===== config.mk =====
export PLATFORM = sky130hd
export DESIGN_NAME = key_gen_ctrl
export DESIGN_NICKNAME = d
export VERILOG_FILES = /design/src/rtl/key_gen_ctrl.sv
export SDC_FILE = /design/constraint.sdc
export NUM_CORES = 1
export LEC_CHECK = 0
export CORE_ASPECT_RATIO = 0.9
export CORE_MARGIN = 10
export CORE_UTILIZATION = 35
export CTS_CLUSTER_DIAMETER = 150
export CTS_CLUSTER_SIZE = 25
export DETAILED_ROUTE_END_ITERATION = 12
export GPL_TIMING_DRIVEN = 0
export PLACE_DENSITY = 0.66
export SYNTH_ARGS = -nofsm -noshare
export SYNTH_HDL_FRONTEND = slang
export SYNTH_SLANG_ARGS = --single-unit

===== constraint.sdc =====
create_clock -name clk -period 2.3 [get_ports clk]
set_input_delay 0.46 -clock clk [delete_from_list [all_inputs] [get_ports clk]]
set_output_delay 0.46 -clock clk [all_outputs]
set_load 0.1 [all_outputs]

===== src/rtl/key_gen_ctrl.sv =====
// RSA key-generation sequencer: fetches two distinct primes, computes n and phi on the
// shared multiplier, asks the inverse unit for d, and presents (n, e, d) to the key manager.
module key_gen_ctrl #(
  parameter int E_KEY   = 65537,
  parameter int MAX_TRY = 8
) (
  input  logic        clk,
  input  logic        rst_n,
  input  logic        start,
  output logic        busy,
  output logic        prime_req,
  input  logic        prime_ack,
  input  logic [15:0] prime_val,
  output logic        mul_start,
  output logic [15:0] mul_a,
  output logic [15:0] mul_b,
  input  logic        mul_done,
  input  logic [31:0] mul_p,
  output logic        inv_start,
  output logic [31:0] inv_a,
  output logic [31:0] inv_m,
  input  logic        inv_done,
  input  logic        inv_ok,
  input  logic [31:0] inv_res,
  output logic [31:0] n_key_gen,
  output logic [31:0] e_key_gen,
  output logic [31:0] d_key_gen,
  output logic        n_key_valid,
  output logic        e_key_valid,
  output logic        d_key_valid,
  output logic        fail
);

  typedef enum logic [2:0] {
    S_IDLE, S_GET_P, S_GET_Q, S_MUL_N, S_MUL_PHI, S_INV, S_EMIT, S_FAIL
  } state_t;

  state_t      state_q, state_d;
  logic [3:0]  try_cnt_q, try_cnt_d, try_inc;
  logic [15:0] p_q, p_d, q_q, q_d;
  logic [31:0] n_q, n_d;
  logic        busy_q, busy_d;
  logic        prime_req_q, prime_req_d;
  logic        mul_start_q, mul_start_d;
  logic [15:0] mul_a_q, mul_a_d, mul_b_q, mul_b_d;
  logic        inv_start_q, inv_start_d;
  logic [31:0] inv_m_q, inv_m_d;
  logic [31:0] n_key_q, n_key_d, e_key_q, e_key_d, d_key_q, d_key_d;
  logic        key_valid_q, key_valid_d;
  logic        fail_q, fail_d;

  // Next-state and registered-output logic
  always_comb begin
    state_d     = state_q;
    try_cnt_d   = try_cnt_q;
    try_inc     = try_cnt_q + 4'd1;
    p_d         = p_q;
    q_d         = q_q;
    n_d         = n_q;
    prime_req_d = prime_req_q;
    mul_start_d = 1'b0;
    mul_a_d     = mul_a_q;
    mul_b_d     = mul_b_q;
    inv_start_d = 1'b0;
    inv_m_d     = inv_m_q;
    n_key_d     = n_key_q;
    e_key_d     = e_key_q;
    d_key_d     = d_key_q;
    key_valid_d = 1'b0;
    fail_d      = 1'b0;

    case (state_q)
      S_IDLE: begin
        if (start) begin
          state_d     = S_GET_P;
          try_cnt_d   = 4'd0;
          prime_req_d = 1'b1;
        end else begin
          prime_req_d = 1'b0;
        end
      end
      // Acks only count while the request is visible; the drop after each ack
      // gives the prime source a one-cycle gap between requests.
      S_GET_P: begin
        if (prime_req_q && prime_ack) begin
          p_d         = prime_val;
          prime_req_d = 1'b0;
          state_d     = S_GET_Q;
        end else begin
          prime_req_d = 1'b1;
        end
      end
      S_GET_Q: begin
        if (prime_req_q && prime_ack) begin
          prime_req_d = 1'b0;
          if (prime_val != p_q) begin
            q_d         = prime_val;
            state_d     = S_MUL_N;
            mul_start_d = 1'b1;
            mul_a_d     = p_q;
            mul_b_d     = prime_val;
          end else begin
            q_d = q_q;
          end
        end else begin
          prime_req_d = 1'b1;
        end
      end
      // A done coincident with our own start pulse belongs to nobody.
      S_MUL_N: begin
        if (mul_done && !mul_start_q) begin
          n_d         = mul_p;
          state_d     = S_MUL_PHI;
          mul_start_d = 1'b1;
          mul_a_d     = p_q - 16'd1;
          mul_b_d     = q_q - 16'd1;
        end else begin
          n_d = n_q;
        end
      end
      S_MUL_PHI: begin
        if (mul_done && !mul_start_q) begin
          inv_m_d     = mul_p;
          inv_start_d = 1'b1;
          state_d     = S_INV;
        end else begin
          inv_m_d = inv_m_q;
        end
      end
      S_INV: begin
        if (inv_done && !inv_start_q) begin
          if (inv_ok) begin
            // Loaded on the edge into EMIT so keys and ticks appear together.
            n_key_d     = n_q;
            e_key_d     = 32'(E_KEY);
            d_key_d     = inv_res;
            key_valid_d = 1'b1;
            state_d     = S_EMIT;
          end else begin
            try_cnt_d = try_inc;
            if (try_inc == 4'(MAX_TRY)) begin
              fail_d  = 1'b1;
              state_d = S_FAIL;
            end else begin
              prime_req_d = 1'b1;
              state_d     = S_GET_P;
            end
          end
        end else begin
          try_cnt_d = try_cnt_q;
        end
      end
      S_EMIT:  state_d = S_IDLE;
      S_FAIL:  state_d = S_IDLE;
      default: state_d = S_IDLE;
    endcase

    busy_d = (state_d != S_IDLE);
  end

  // State and output registers with synchronous active-low reset
  always_ff @(posedge clk) begin
    if (!rst_n) begin
      state_q     <= S_IDLE;
      try_cnt_q   <= 4'd0;
      p_q         <= 16'd0;
      q_q         <= 16'd0;
      n_q         <= 32'd0;
      busy_q      <= 1'b0;
      prime_req_q <= 1'b0;
      mul_start_q <= 1'b0;
      mul_a_q     <= 16'd0;
      mul_b_q     <= 16'd0;
      inv_start_q <= 1'b0;
      inv_m_q     <= 32'd0;
      n_key_q     <= 32'd0;
      e_key_q     <= 32'd0;
      d_key_q     <= 32'd0;
      key_valid_q <= 1'b0;
      fail_q      <= 1'b0;
    end else begin
      state_q     <= state_d;
      try_cnt_q   <= try_cnt_d;
      p_q         <= p_d;
      q_q         <= q_d;
      n_q         <= n_d;
      busy_q      <= busy_d;
      prime_req_q <= prime_req_d;
      mul_start_q <= mul_start_d;
      mul_a_q     <= mul_a_d;
      mul_b_q     <= mul_b_d;
      inv_start_q <= inv_start_d;
      inv_m_q     <= inv_m_d;
      n_key_q     <= n_key_d;
      e_key_q     <= e_key_d;
      d_key_q     <= d_key_d;
      key_valid_q <= key_valid_d;
      fail_q      <= fail_d;
    end
  end

  assign busy        = busy_q;
  assign prime_req   = prime_req_q;
  assign mul_start   = mul_start_q;
  assign mul_a       = mul_a_q;
  assign mul_b       = mul_b_q;
  assign inv_start   = inv_start_q;
  assign inv_a       = 32'(E_KEY);
  assign inv_m       = inv_m_q;
  assign n_key_gen   = n_key_q;
  assign e_key_gen   = e_key_q;
  assign d_key_gen   = d_key_q;
  assign n_key_valid = key_valid_q;
  assign e_key_valid = key_valid_q;
  assign d_key_valid = key_valid_q;
  assign fail        = fail_q;

endmodule


==> results list, run 1 <==
- Max-cap violations in this run came to 0.
- Relative slew slack: 29.73%
- Bufs on Longest Clock Path: 3
- TritonCTS Sinks: 206
* Slew at the pin with the worst max-slew slack: 1.058 ns
* Vias/cell: 4.698
* Fraction of final layout cells sized beyond drive strength 1: 8.708%
- # DRC: 0
* Number of synthesis warnings: 0
- Summing over every cut layer, the via total after detailed routing is 8198.
* Required time of the critical path: 1.84 ns
- Fill cell instance count of the final layout: 2583
- Vertical extent of the die: 170.8 um
* Max IR drop VDD: 551.6 uV
* Io pins: 287
- Critical Path End Type: output port
- Cells fill 47.87% of the core in the end.
* Number of enable-type register cells in the synthesized netlist: 0
* Achievable frequency: 444.2 MHz
- Setup violations remaining at the end of the flow were counted as 0.
- Core outline area: 25050 sq um
- P per Cell Area: 607.1 nW/um^2
- Total GRT Usage: 17.34%
- Fin worst setup slack: 0.04863 ns
- The via count of the first global-routing pass was 7900.
* Number of standard cells after synthesis: 1104
* Clock buffer count from CTS: 12
- The first global-routing pass estimated 45510 um of wire.
- In the final routed layout, each cell accounts on average for 16.63 um.
* Unrepaired setup endpoints after global routing: true
- Clock transition time at the flip-flop clock pins of the worst setup and hold paths: 0.09 ns
* Global placement routability congestion: 0.8751
- Die area: 32040 sq um
- At the placement stage, the worst setup path has a slack of -0.8641 ns.
- The flow ran to the end, and the final reports show no timing, DRC or antenna violations.
* Pin count of the biggest net entering global routing: 26
* H-tree lvl count: 1
- DRT antenna net count: 0
- Dividing the final minimum period by the clock period gives 97.89%.
- TritonCTS built the clock tree.
* Final Hold Fails: 0
* TritonRoute pass-1 iters: 5
* Net count, final: 1491
- Detailed placement finished with a half-perimeter wire length of 22230 um.
- Relative to the synthesized area, the layout overhead comes to 35.54%.
- After synthesis, flip-flops and latches occupy 46.62% of the total area.
- The count of buffers added on input and output ports is 223.
- For this run, the slowest stage of the critical path takes 0.85 ns.
- Measured along the x axis, the die boundary spans 187.6 um.
- Worst Path Arrival: 1.79 ns
- Fraction of synthesis flops using an asynchronous set or reset pin: 0%
* Global route total overflow: 0
* Final worst path period need: 2.251 ns
* Worst Path Class, Setup: reg2out
* CP Cell Sequence: buf_4 > dlygate4sd2_1
* Crit path max fanout: 3
- In this run, the number of DRC markers left after iteration 0 of detailed routing was 520.
- Initial antenna violation count: 2
* Summed instance area of the synthesized netlist: 8846 sq um
* Worst-Skew Late Latency: 0.47 ns
- For this configuration, the core starts out at a cell density of 35.31%.
- Number of distinct library cells after synthesis: 60
- For this run, the leading register cell type out of synthesis is sky130_fd_sc_hd__dfxtp_1.
- Cell at the root of the clock tree: sky130_fd_sc_hd__clkbuf_16
- The routed design has 29020 um of wire.
* Number of cell rows: 55
* Per-instance average area after synthesis: 8.013 sq um
- The count of pins over their slew limit is 0.
* Flops & latches, synth: 206
* Critical path's slowest cell: sky130_fd_sc_hd__dlygate4sd2_1
- For the final database, setup skew stands at 0.02178 ns.
- For this design the static power due to leakage is 5.131 nW.
* Hold Path Class: reg2reg
* CP Launch Type: register
==> path summary, 6_finish.rpt <==
check                 from       endpoint  slack [ns]  cells past startpoint
max reg2reg     state_q[0]       mul_b[6]        0.06                      6
max            d_key_valid    n_key_valid        0.05                      2
min reg2reg  d_key_gen[31]  d_key_gen[31]        0.46                      2
min          d_key_gen[31]  d_key_gen[31]        0.46                      2
==> kinds of logic after synthesis <==
| group | after synthesis | synth area share [%] |
|---|---|---|
| flip-flops | 206 | 46.62 |
| other | 2 | 0.08490 |
| XOR/XNOR | 37 | 3.663 |
| adder cells (fa/ha/maj) | 3 | 0.4244 |
| multiplexers | 12 | 1.358 |
| AND/OR/NAND/NOR | 441 | 21.68 |
| buffers and inverters | 149 | 9.392 |
| AO/OA/AOI/OAI | 254 | 16.78 |
==> final cells by class <==
class	count	area (sq um)	area share, %
timing repair buffer	225	2072	17.28
tap	342	427.9	3.569
inverter	9	33.78	0.2818
multi-input combinational	809	4177	34.83
clock inverter	1	20.02	0.1670
clock buffer	13	325.3	2.713
sequential	206	4126	34.42
buffer	138	803.3	6.699
antenna	2	5.005	0.04174
==> cells in the mapped netlist (3+ instances only) <==
| master | count | area share [%] |
|---|---|---|
| sky130_fd_sc_hd__nand2_1 | 324 | 14 |
| sky130_fd_sc_hd__dfxtp_1 | 206 | 47 |
| sky130_fd_sc_hd__a21oi_1 | 169 | 9.6 |
| sky130_fd_sc_hd__buf_4 | 67 | 5.7 |
| sky130_fd_sc_hd__clkbuf_1 | 63 | 2.7 |
| sky130_fd_sc_hd__nor2_1 | 31 | 1.3 |
| sky130_fd_sc_hd__xor2_1 | 24 | 2.4 |
| sky130_fd_sc_hd__nand3_1 | 22 | 1.2 |
| sky130_fd_sc_hd__o21ai_1 | 20 | 1.1 |
| sky130_fd_sc_hd__o2bb2ai_1 | 19 | 1.9 |
| sky130_fd_sc_hd__xnor2_1 | 13 | 1.3 |
| sky130_fd_sc_hd__mux2i_1 | 12 | 1.4 |
| sky130_fd_sc_hd__nor3_1 | 9 | 0.51 |
| sky130_fd_sc_hd__nor4_1 | 9 | 0.64 |
| sky130_fd_sc_hd__o211ai_1 | 9 | 0.76 |
| sky130_fd_sc_hd__inv_1 | 7 | 0.30 |
| sky130_fd_sc_hd__nand3b_1 | 7 | 0.59 |
| sky130_fd_sc_hd__or3_1 | 7 | 0.50 |
| sky130_fd_sc_hd__o21ai_0 | 6 | 0.34 |
| sky130_fd_sc_hd__a211o_1 | 5 | 0.50 |
| sky130_fd_sc_hd__buf_1 | 4 | 0.17 |
| sky130_fd_sc_hd__buf_2 | 4 | 0.23 |
| sky130_fd_sc_hd__nand4_1 | 4 | 0.28 |
| sky130_fd_sc_hd__o31ai_1 | 4 | 0.34 |
| sky130_fd_sc_hd__ha_1 | 3 | 0.42 |
| sky130_fd_sc_hd__nand4b_1 | 3 | 0.30 |
| sky130_fd_sc_hd__nor2b_1 | 3 | 0.21 |
| sky130_fd_sc_hd__nor4_2 | 3 | 0.42 |
| sky130_fd_sc_hd__o31a_1 | 3 | 0.30 |
==> power by group <==
part           internal, W  switching [W]
sequential         0.00361      0.0000385
clock              0.00104        0.00122
combinational     0.000347        0.00103
total              0.00500        0.00228
==> flip-flops by register name (all words and copies together), names as in the netlist, 3 cells and up <==
signal     cells
inv_m         32
n_q           32
mul_b         16
state_q        3
mul_a         16
n_key_gen     32
d_key_gen     32
try_cnt_q      4
p_q           16
q_q           16
==> cell usage in the layout, fill, tap and decap left out, types with 3 or more instances in the layout <==
cell type,Yosys,final
sky130_fd_sc_hd__nand2_1,324,324
sky130_fd_sc_hd__clkbuf_2,0,9
sky130_fd_sc_hd__dlygate4sd2_1,0,136
sky130_fd_sc_hd__clkbuf_16,0,13
sky130_fd_sc_hd__buf_2,4,4
sky130_fd_sc_hd__nand3_1,22,22
sky130_fd_sc_hd__o31a_1,3,3
sky130_fd_sc_hd__xnor2_1,13,13
sky130_fd_sc_hd__a21oi_1,169,169
sky130_fd_sc_hd__nand4b_1,3,3
sky130_fd_sc_hd__o31ai_1,4,4
sky130_fd_sc_hd__o211ai_1,9,9
sky130_fd_sc_hd__o21ai_1,20,20
sky130_fd_sc_hd__nand3b_1,7,7
sky130_fd_sc_hd__ha_1,3,3
sky130_fd_sc_hd__a211o_1,5,5
sky130_fd_sc_hd__nor4_1,9,6
sky130_fd_sc_hd__nor2_1,31,30
sky130_fd_sc_hd__nor3_1,9,8
sky130_fd_sc_hd__o2bb2ai_1,19,19
sky130_fd_sc_hd__clkdlybuf4s50_1,0,85
sky130_fd_sc_hd__nor4_2,3,5
sky130_fd_sc_hd__clkbuf_1,63,53
sky130_fd_sc_hd__buf_4,67,69
sky130_fd_sc_hd__inv_1,7,7
sky130_fd_sc_hd__xor2_1,24,24
sky130_fd_sc_hd__conb_1,2,62
sky130_fd_sc_hd__nand4_1,4,4
sky130_fd_sc_hd__mux2i_1,12,12
sky130_fd_sc_hd__buf_1,4,3
sky130_fd_sc_hd__o21ai_0,6,6
sky130_fd_sc_hd__or3_1,7,7
sky130_fd_sc_hd__dfxtp_1,206,204
==> per-stage QoR <==
step	hold slack [ns]	cell area (sq um)	instances	power [W]	TNS (ns)
floorplan	0.4322	9074	1164	0.004756	0
global placement	0.4370	11730	1729	0.005108	-73.33
detailed placement	0.4454	11730	1729	0.005110	-71.36
CTS	0.4550	11940	1743	0.007363	0
global route	0.4742	11990	1744	0.007558	-0.1644
finish	0.4554	11990	1745	0.007279	0
==> what timing repair did <==
item | 4_1_cts | 5_1_grt
pin swaps | 2 | 0
hold buffers | 0 | 0
resized for setup | 145 | 24
setup endpoints to repair | 259 | 114
setup buffers | 2 | 0
==> worst max-delay path, delay by kind of cell (launching register included) <==
| kind | cells | cell delay [ns] |
|---|---|---|
| buffers and inverters | 2 | 0.97 |
| DFF | 1 | 0.37 |
==> layer usage <==
| metal | track usage (%) | up-vias | routed length (um) |
|---|---|---|---|
| met2 | 27.94 | 294 | 13010 |
| met4 | 3.336 | 0 | 434 |
| li1 | - | 4170 | - |
| met1 | 23.20 | 3708 | 13490 |
| met3 | 4.192 | 26 | 2082 |
| met5 | 0 | - | 0 |
No activity file was read; power rests on OpenSTA's default activity.
==> run 2, diff against run 1 <==
--- a/config.mk
+++ b/config.mk
@@ -16,3 +16,4 @@
 export SYNTH_ARGS = -nofsm -noshare
 export SYNTH_HDL_FRONTEND = slang
 export SYNTH_SLANG_ARGS = --single-unit
+export TNS_END_PERCENT = 50
==> run 2 against run 1 <==
Against the previous run: core utilization about the same; hold slack unchanged; sequential share of layout area about the same; via count is 0.13% lower; non-clock buffer count is the same; global-route usage unchanged; combinational power about the same; cell count unchanged; flip-flop and latch count is the same; register-to-register slack barely moved; first-iteration DRC count did not move.
==> results list, run 2 (synthesis results as in run 1) <==
* Horiz. Die Dim: 187.6 um (unchanged)
- The pin count of the biggest net entering global routing came to 26 (unchanged).
- Sequential share of power: 50.1% (about the same)
- Number of cell rows: 55 (unchanged)
* Clock buffer count from CTS: 12 (unchanged)
- The via count of the first global-routing pass was 7900 (unchanged).
* Period Utilization, post-route: 97.91% (about the same)
- The last weighted congestion value of the routability-driven placer is 0.8751 (unchanged).
- The count of TritonRoute iterations in the first routing pass came to 5 (unchanged).
* Clock network power share: 31.0% (about the same)
- Cell at the root of the clock tree: sky130_fd_sc_hd__clkbuf_16
* TritonCTS Sinks: 206 (unchanged)
- Critical path's slowest cell: sky130_fd_sc_hd__dlygate4sd2_1
- Setup Slack @ Placement: -0.8641 ns (unchanged)
* Final standard cell area without fillers: 11990 sq um (about the same)
* Final count of negative-setup-slack endpoints: 0 (unchanged)
- Io pins: 287 (unchanged)
- Initial antenna violation count: 2 (unchanged)
- Total internal power: 0.004998 W (about the same)
- Required time of the critical path: 1.84 ns (about the same)
* Worst Path Class, Setup: reg2out
- The die outline area came to 32040 sq um (unchanged).
* Leading cell type in the layout, fill and taps excluded: sky130_fd_sc_hd__nand2_1
* Half-perimeter wire length of the detailed placement result: 22230 um (unchanged)
- Initial core utilization: 35.31% (unchanged)
- Achievable frequency: 444.1 MHz (about the same)
* P per Cell Area: 607.2 nW/um^2 (about the same)
* Setup tns final: 0 ns (unchanged)
- H-tree lvl count: 1 (unchanged)
- Per-cell routed wire length: 16.62 um (about the same)
- Core outline area: 25050 sq um (unchanged)
- The worst stage delay on the critical path is 0.85 ns (about the same).
- The total vias in the final route came to 8187 (-0.13%).
- Bufs on Longest Clock Path: 3 (unchanged)
- Total GRT Usage: 17.34% (unchanged)
- The worst ir drop on vdd came to 551.5 uV (about the same).
- The share of power burned in combinational logic was 18.9% (about the same).
* Pins Over Slew Limit: 0 (unchanged)
- Final worst path period need: 2.252 ns (+0.0004921 ns)
- Clock tree from TritonCTS: built
* Wire length after detailed routing: 29000 um (about the same)
- Setup repair after global routing could not meet its margin everywhere.
- The clock latency at the later pin of the worst-skew pair was 0.47 ns (about the same).
- Wire length of the first global-routing pass: 45510 um (unchanged)
- The post-route DRC violation count was 0 (unchanged).
- The post-route antenna net violation count is 0 (unchanged).
* Hold Path Class: reg2reg
- Final clock skew: 0.02178 ns (-0.0000006000 ns)
- The maximum fanout encountered on the critical timing path came to 3 (unchanged).
* CP Cell Sequence: buf_4 > dlygate4sd2_1
- The switching component of the power came to 0.002281 W (about the same).
- Clock transition time at the flip-flop clock pins of the worst setup and hold paths: 0.09 ns (about the same)
- Worst Path Arrival: 1.79 ns (about the same)
- The worst setup path is captured at an output port.
- The tightest hold margin was 0.4554 ns (unchanged).
- Slew at the pin with the worst max-slew slack: 1.058 ns (-0.000003874 ns)
- The flow ran to the end, and the final reports show no timing, DRC or antenna violations.
* Layout-stage area growth over the synthesis result: 35.52% (about the same)
- The reported leakage power was 5.132 nW (about the same).
- The hold buffer count at cts came to 0 (unchanged).
* Buffers on Ports: 223 (unchanged)
- The aggregate global routing overflow came to 0 (unchanged).
- The number of hold violations in the final report is 0 (unchanged).
- The per-cell via count in the routed design came to 4.692 (-0.13%).
- Fraction of final layout cells sized beyond drive strength 1: 8.779% (+0.071 points)
- The die outline height is 170.8 um (unchanged).
- The count of nets after finishing came to 1491 (unchanged).
* Fin worst setup slack: 0.04813 ns (-0.0004921 ns)
- Proportion of total power due to net switching: 31.34% (about the same)
- Placed cell areas: 11730 sq um (unchanged)
- The count of routing violations after the opening detailed-route iteration came to 520 (unchanged).
* Most frequent cells in the layout: 324 x sky130_fd_sc_hd__nand2_1, 204 x sky130_fd_sc_hd__dfxtp_1, 169 x sky130_fd_sc_hd__a21oi_1, 136 x sky130_fd_sc_hd__dlygate4sd2_1, 85 x sky130_fd_sc_hd__clkdlybuf4s50_1
- Relative slew slack: 29.73% (about the same)
- CP Launch Type: register
- The count of max-cap constraint violations is 0 (unchanged).
-- run 2: layout make-up --
type / instances / area, sq um
Multi-Input combinational cell: 809 / 4177
Tap cell: 342 / 427.9
Clock inverter: 1 / 20.02
Buffer: 138 / 803.3
Timing Repair Buffer: 225 / 2069
Fill cell: 2584 / 13060
Sequential cell: 206 / 4126
Clock buffer: 13 / 325.3
Antenna cell: 2 / 5.005
Inverter: 9 / 33.78
-- run 2: routing by layer --
metal	track usage (%)	part of all wire (%)	vias to the layer above
li1	-	-	4170
met1	23.20	47	3702
met2	27.94	45	289
met5	0	0	-
met3	4.192	7.2	26
met4	3.336	1.5	0
-- run 2: power by group through the flow --
stage	Clock [W]	Sequential, W	Combinational (W)
after floorplan	0	0.00396	0.000797
after global placement	0	0.00373	0.00138
after detailed placement	0	0.00373	0.00138
after CTS	0.00235	0.00365	0.00136
after global routing	0.00245	0.00366	0.00145
final	0.00225	0.00365	0.00138
-- run 2: stage by stage --
step / cells / utilization [%] / power (W)
2_1_floorplan: 1164 / - / 0.004756
3_3_place_gp: 1729 / 46.84 / 0.005108
3_5_place_dp: 1729 / 46.84 / 0.005110
4_1_cts: 1743 / 47.65 / 0.007363
5_1_grt: 1744 / 47.85 / 0.007559
6_report: 1745 / 47.86 / 0.007279
-- run 2: final timing paths --
path                      start       endpoint  slack [ns]  cells after the start
setup / recovery    d_key_valid    n_key_valid        0.05                      2
hold / removal    d_key_gen[31]  d_key_gen[31]        0.46                      2
setup reg to reg     state_q[0]       mul_b[6]        0.06                      6
hold reg to reg   d_key_gen[31]  d_key_gen[31]        0.46                      2
-- run 2: timing repair --
| action | in CTS | in global routing |
|---|---|---|
| endpoints found under the setup margin | 259 | 114 |
| gates resized for setup | 145 | 24 |
| setup buffers | 2 | 0 |
| gates cloned | 0 | 0 |
| pin swaps | 2 | 0 |
-- run 2: critical path: cells and delay by family (launching register included) --
family / cells / cell delay, ns
flip-flops: 1 / 0.37
buffers and inverters: 2 / 0.97
==> run 3, diff against run 2 <==
--- a/config.mk
+++ b/config.mk
@@ -8,6 +8,7 @@
 export CORE_ASPECT_RATIO = 0.9
 export CORE_MARGIN = 10
 export CORE_UTILIZATION = 35
+export CTS_BUF_LIST = sky130_fd_sc_hd__clkbuf_2
 export CTS_CLUSTER_DIAMETER = 150
 export CTS_CLUSTER_SIZE = 25
 export DETAILED_ROUTE_END_ITERATION = 12
==> run 3 against run 2 <==
Against the previous run: sequential power increased by 1%; wire length up 0.27%; critical path type is now reg2reg; core utilization decreased by 2.7 points; cell count up 0.17%; clock power down 42%; largest cell class unchanged; design area fell by 5.7%; first-iteration DRC count up 0.96%; die area unchanged; non-clock buffer count grew 3; maximum frequency up 3.7%; worst setup slack improved by 0.081 ns; global-route usage about the same.
==> results list, run 3 (synthesis results as in run 1) <==
* Run status: finished, final reports clean
* CP Launch Type: register
* Horiz. Die Dim: 187.6 um (unchanged)
- Critical path's slowest cell: sky130_fd_sc_hd__nor4_2
* H-tree lvl count: 1 (unchanged)
- The critical path is of the reg2reg type.
- Pin count of the biggest net entering global routing: 26 (unchanged)
- The actual slew at the worst max-slew pin was 0.7529 ns (-0.3054 ns).
* Start of the worst register-to-register path: state_q[1]
- Most frequent cells in the layout: 324 x sky130_fd_sc_hd__nand2_1, 200 x sky130_fd_sc_hd__dfxtp_1, 169 x sky130_fd_sc_hd__a21oi_1, 129 x sky130_fd_sc_hd__buf_2, 85 x sky130_fd_sc_hd__clkdlybuf4s50_1
- The die outline height is 170.8 um (unchanged).
- The clock latency at the later pin of the worst-skew pair came to 0.79 ns (+0.32 ns).
* Leading cell type in the layout, fill and taps excluded: sky130_fd_sc_hd__nand2_1
* Post-route core utilization: 45.15% (-2.7 points)
- The routed wire length on met2 came to 12890 um (-0.89%).
- The wire length per cell was 16.64 um (+0.10%).
- The last weighted congestion value of the routability-driven placer is 0.8751 (unchanged).
- Setup slack, reg-to-reg: 0.13 ns (+0.07 ns)
* Crit path max fanout: 10 (+7)
- The count of pins over their slew limit is 0 (unchanged).
- Initial antenna violation count: 3 (+1)
* Max IR drop VDD: 550.6 uV (-0.17%)
- Net count, final: 1494 (+0.20%)
* Cell at the root of the clock tree: sky130_fd_sc_hd__clkbuf_2
* Routed metal-1 wire length: 13440 um (-0.35%)
- Period Utilization, post-route: 94.38% (-3.5 points)
* Clock transition time at the flip-flop clock pins of the worst setup and hold paths: 0.47 ns (+0.38 ns)
* Stage delay of the slowest cell on the critical path: 0.73 ns (-0.12 ns)
- The initial cell density of the core was 35.31% (unchanged).
* TritonCTS Sinks: 206 (unchanged)
- The final critical path time including I/O delays and setup was 2.171 ns (-0.08121 ns).
- The area inside the core boundary was 25050 sq um (unchanged).
- The post-route DRC violation count came to 0 (unchanged).
* Worst Hold Depth: 3 (+1)
- Capturing point of the worst reg2reg path: p_q[10]
- Half-perimeter wire length of the detailed placement result: 22230 um (unchanged)
- Final count of negative-setup-slack endpoints: 0 (unchanged)
- The clock tree skew after final layout was 0.1194 ns (+0.09762 ns).
- Achievable frequency: 460.7 MHz (+3.7%)
* CP bufs+invs: 2 (unchanged)
* First DRT Iteration DRCs: 525 (+0.96%)
- The aggregate global routing overflow is 0 (unchanged).
* Io pins: 287 (unchanged)
- The detailed router used layers up to and including met5.
* Amount of wire on met3 after detailed routing: 2204 um (+6.0%)
* Bufs on Longest Clock Path: 3 (unchanged)
- Final Hold Fails: 0 (unchanged)
* Via total after detailed routing: 8179 (-0.098%)
* Source of the critical timing path: state_q[1]
- The number of clock buffers inserted by TritonCTS was 12 (unchanged).
* Fill cell instance count of the final layout: 2656 (+2.8%)
- Length in cells of the worst reg-to-reg path: 5 (-1)
- Worst Path Arrival: 2.95 ns (+1.16 ns)
- CP Cell Sequence: clkbuf_1 > nor4_2 > clkbuf_1 > nand2_1 > a21oi_1
* Total GRT Usage: 17.32% (-0.017 points)
- Leak Pwr: 4.687 nW (-8.7%)
- The die outline area is 32040 sq um (unchanged).
- The via count of the first global-routing pass was 7924 (+0.30%).
* Worst hold endpoint: state_q[2]
- Counting stages on the worst path, the most repeated cell is sky130_fd_sc_hd__clkbuf_1.
- Fraction of final layout cells sized beyond drive strength 1: 19.23% (+10 points)
* Wire length of the first global-routing pass: 45490 um (about the same)
- The post-route antenna net violation count came to 0 (unchanged).
- The area of all placed cells without fillers came to 11310 sq um (-5.7%).
- The count of max-cap constraint violations came to 0 (unchanged).
- The number of rows created at floorplan was 55 (unchanged).
- The per-cell via count in the routed design was 4.679 (-0.27%).
* Placed cell areas: 11730 sq um (unchanged)
* Relative slew slack: 49.39% (+20 points)
* Cell family contributing the most delay on the critical path: simple AND/OR/NAND/NOR gates
* TritonRoute pass-1 iters: 5 (unchanged)
- P per Cell Area: 562.7 nW/um^2 (-7.3%)
- TritonCTS built the clock tree.
- Unrepaired setup endpoints after global routing: true
* Buffers on Ports: 223 (unchanged)
* Filler-free cell count of the finished design: 1748 (+0.17%)
- Required time of the critical path: 3.08 ns (+1.24 ns)
* # placed instances: 1729 (unchanged)
* Critical Path End Type: register
* Hold buffer count at CTS: 0 (unchanged)
- The worst hold path begins at rst_n.
- Compared with the post-synthesis result, the final layout area differs by 27.85%.
- Hold Path Class: in2reg
* Wire length after detailed routing: 29080 um (+0.27%)
-- run 3: cell count changes in the layout (fill, tap and decap cells not counted), sizes merged --
cell	before	now
clkdlybuf4s18	0	1
clkbuf	76	81
clkdlybuf4s15	0	4
buf	79	208
dlygate4sd2	136	0
-- run 3: metrics by stage --
stage	setup slack (ns)	setup TNS, ns	hold WS [ns]	power [W]
finish	0.1293	0	0.1132	0.006364
floorplan	0.1988	0	0.4322	0.004756
CTS	-0.08462	-0.7321	0.01401	0.006430
global route	-0.02027	-0.02727	0.01009	0.006643
detailed placement	-0.8641	-71.36	0.4454	0.005110
global placement	-0.8857	-73.33	0.4370	0.005108
-- run 3: worst max path at each step --
stage | to | slack, ns | cells after the start
after floorplan | mul_b[1] | 0.20 | 7
after global placement | mul_b[4] | -0.89 | 7
after detailed placement | mul_b[2] | -0.86 | 7
after CTS | n_q[28] | -0.08 | 7
after global routing | inv_m[17] | -0.02 | 7
final | p_q[10] | 0.13 | 5
-- run 3: power by group --
part | switching [W] | internal, W
Sequential | 0.0000392 | 0.00365
Clock | 0.00113 | 0.000174
Combinational | 0.00103 | 0.000344
Total | 0.00219 | 0.00417
-- run 3: final cells by class --
type	count	area [sq um]	area share (%)
repair buffers	228	1629	14.40
flip-flops and latches	206	4131	36.53
inverters	9	33.78	0.2987
plain buffers	138	810.8	7.169
well taps	342	427.9	3.784
multi-input cells	809	4187	37.02
clock buffers	13	65.06	0.5753
clock inverters	1	20.02	0.1770
diodes	2	5.005	0.04425
-- run 3: timing repair --
| item | in CTS | in global routing |
|---|---|---|
| pin swaps | 0 | 2 |
| resized for setup | 657 | 71 |
| hold endpoints to repair | 0 | 0 |
| cloned | 0 | 0 |
| endpoints found under the setup margin | 259 | 171 |
| setup buffers | 0 | 5 |
-- run 3: tightest hold or removal path, stage by stage --
cell and delay, ns:
sky130_fd_sc_hd__clkbuf_1 0.24, sky130_fd_sc_hd__o311ai_1 0.20, sky130_fd_sc_hd__inv_1 0.05
-- run 3: metal layers --
| metal | track usage (%) | vias up |
|---|---|---|
| li1 | - | 4167 |
| met5 | 0 | - |
| met1 | 23.20 | 3688 |
| met4 | 4.204 | 2 |
| met3 | 4.111 | 30 |
| met2 | 27.55 | 292 |
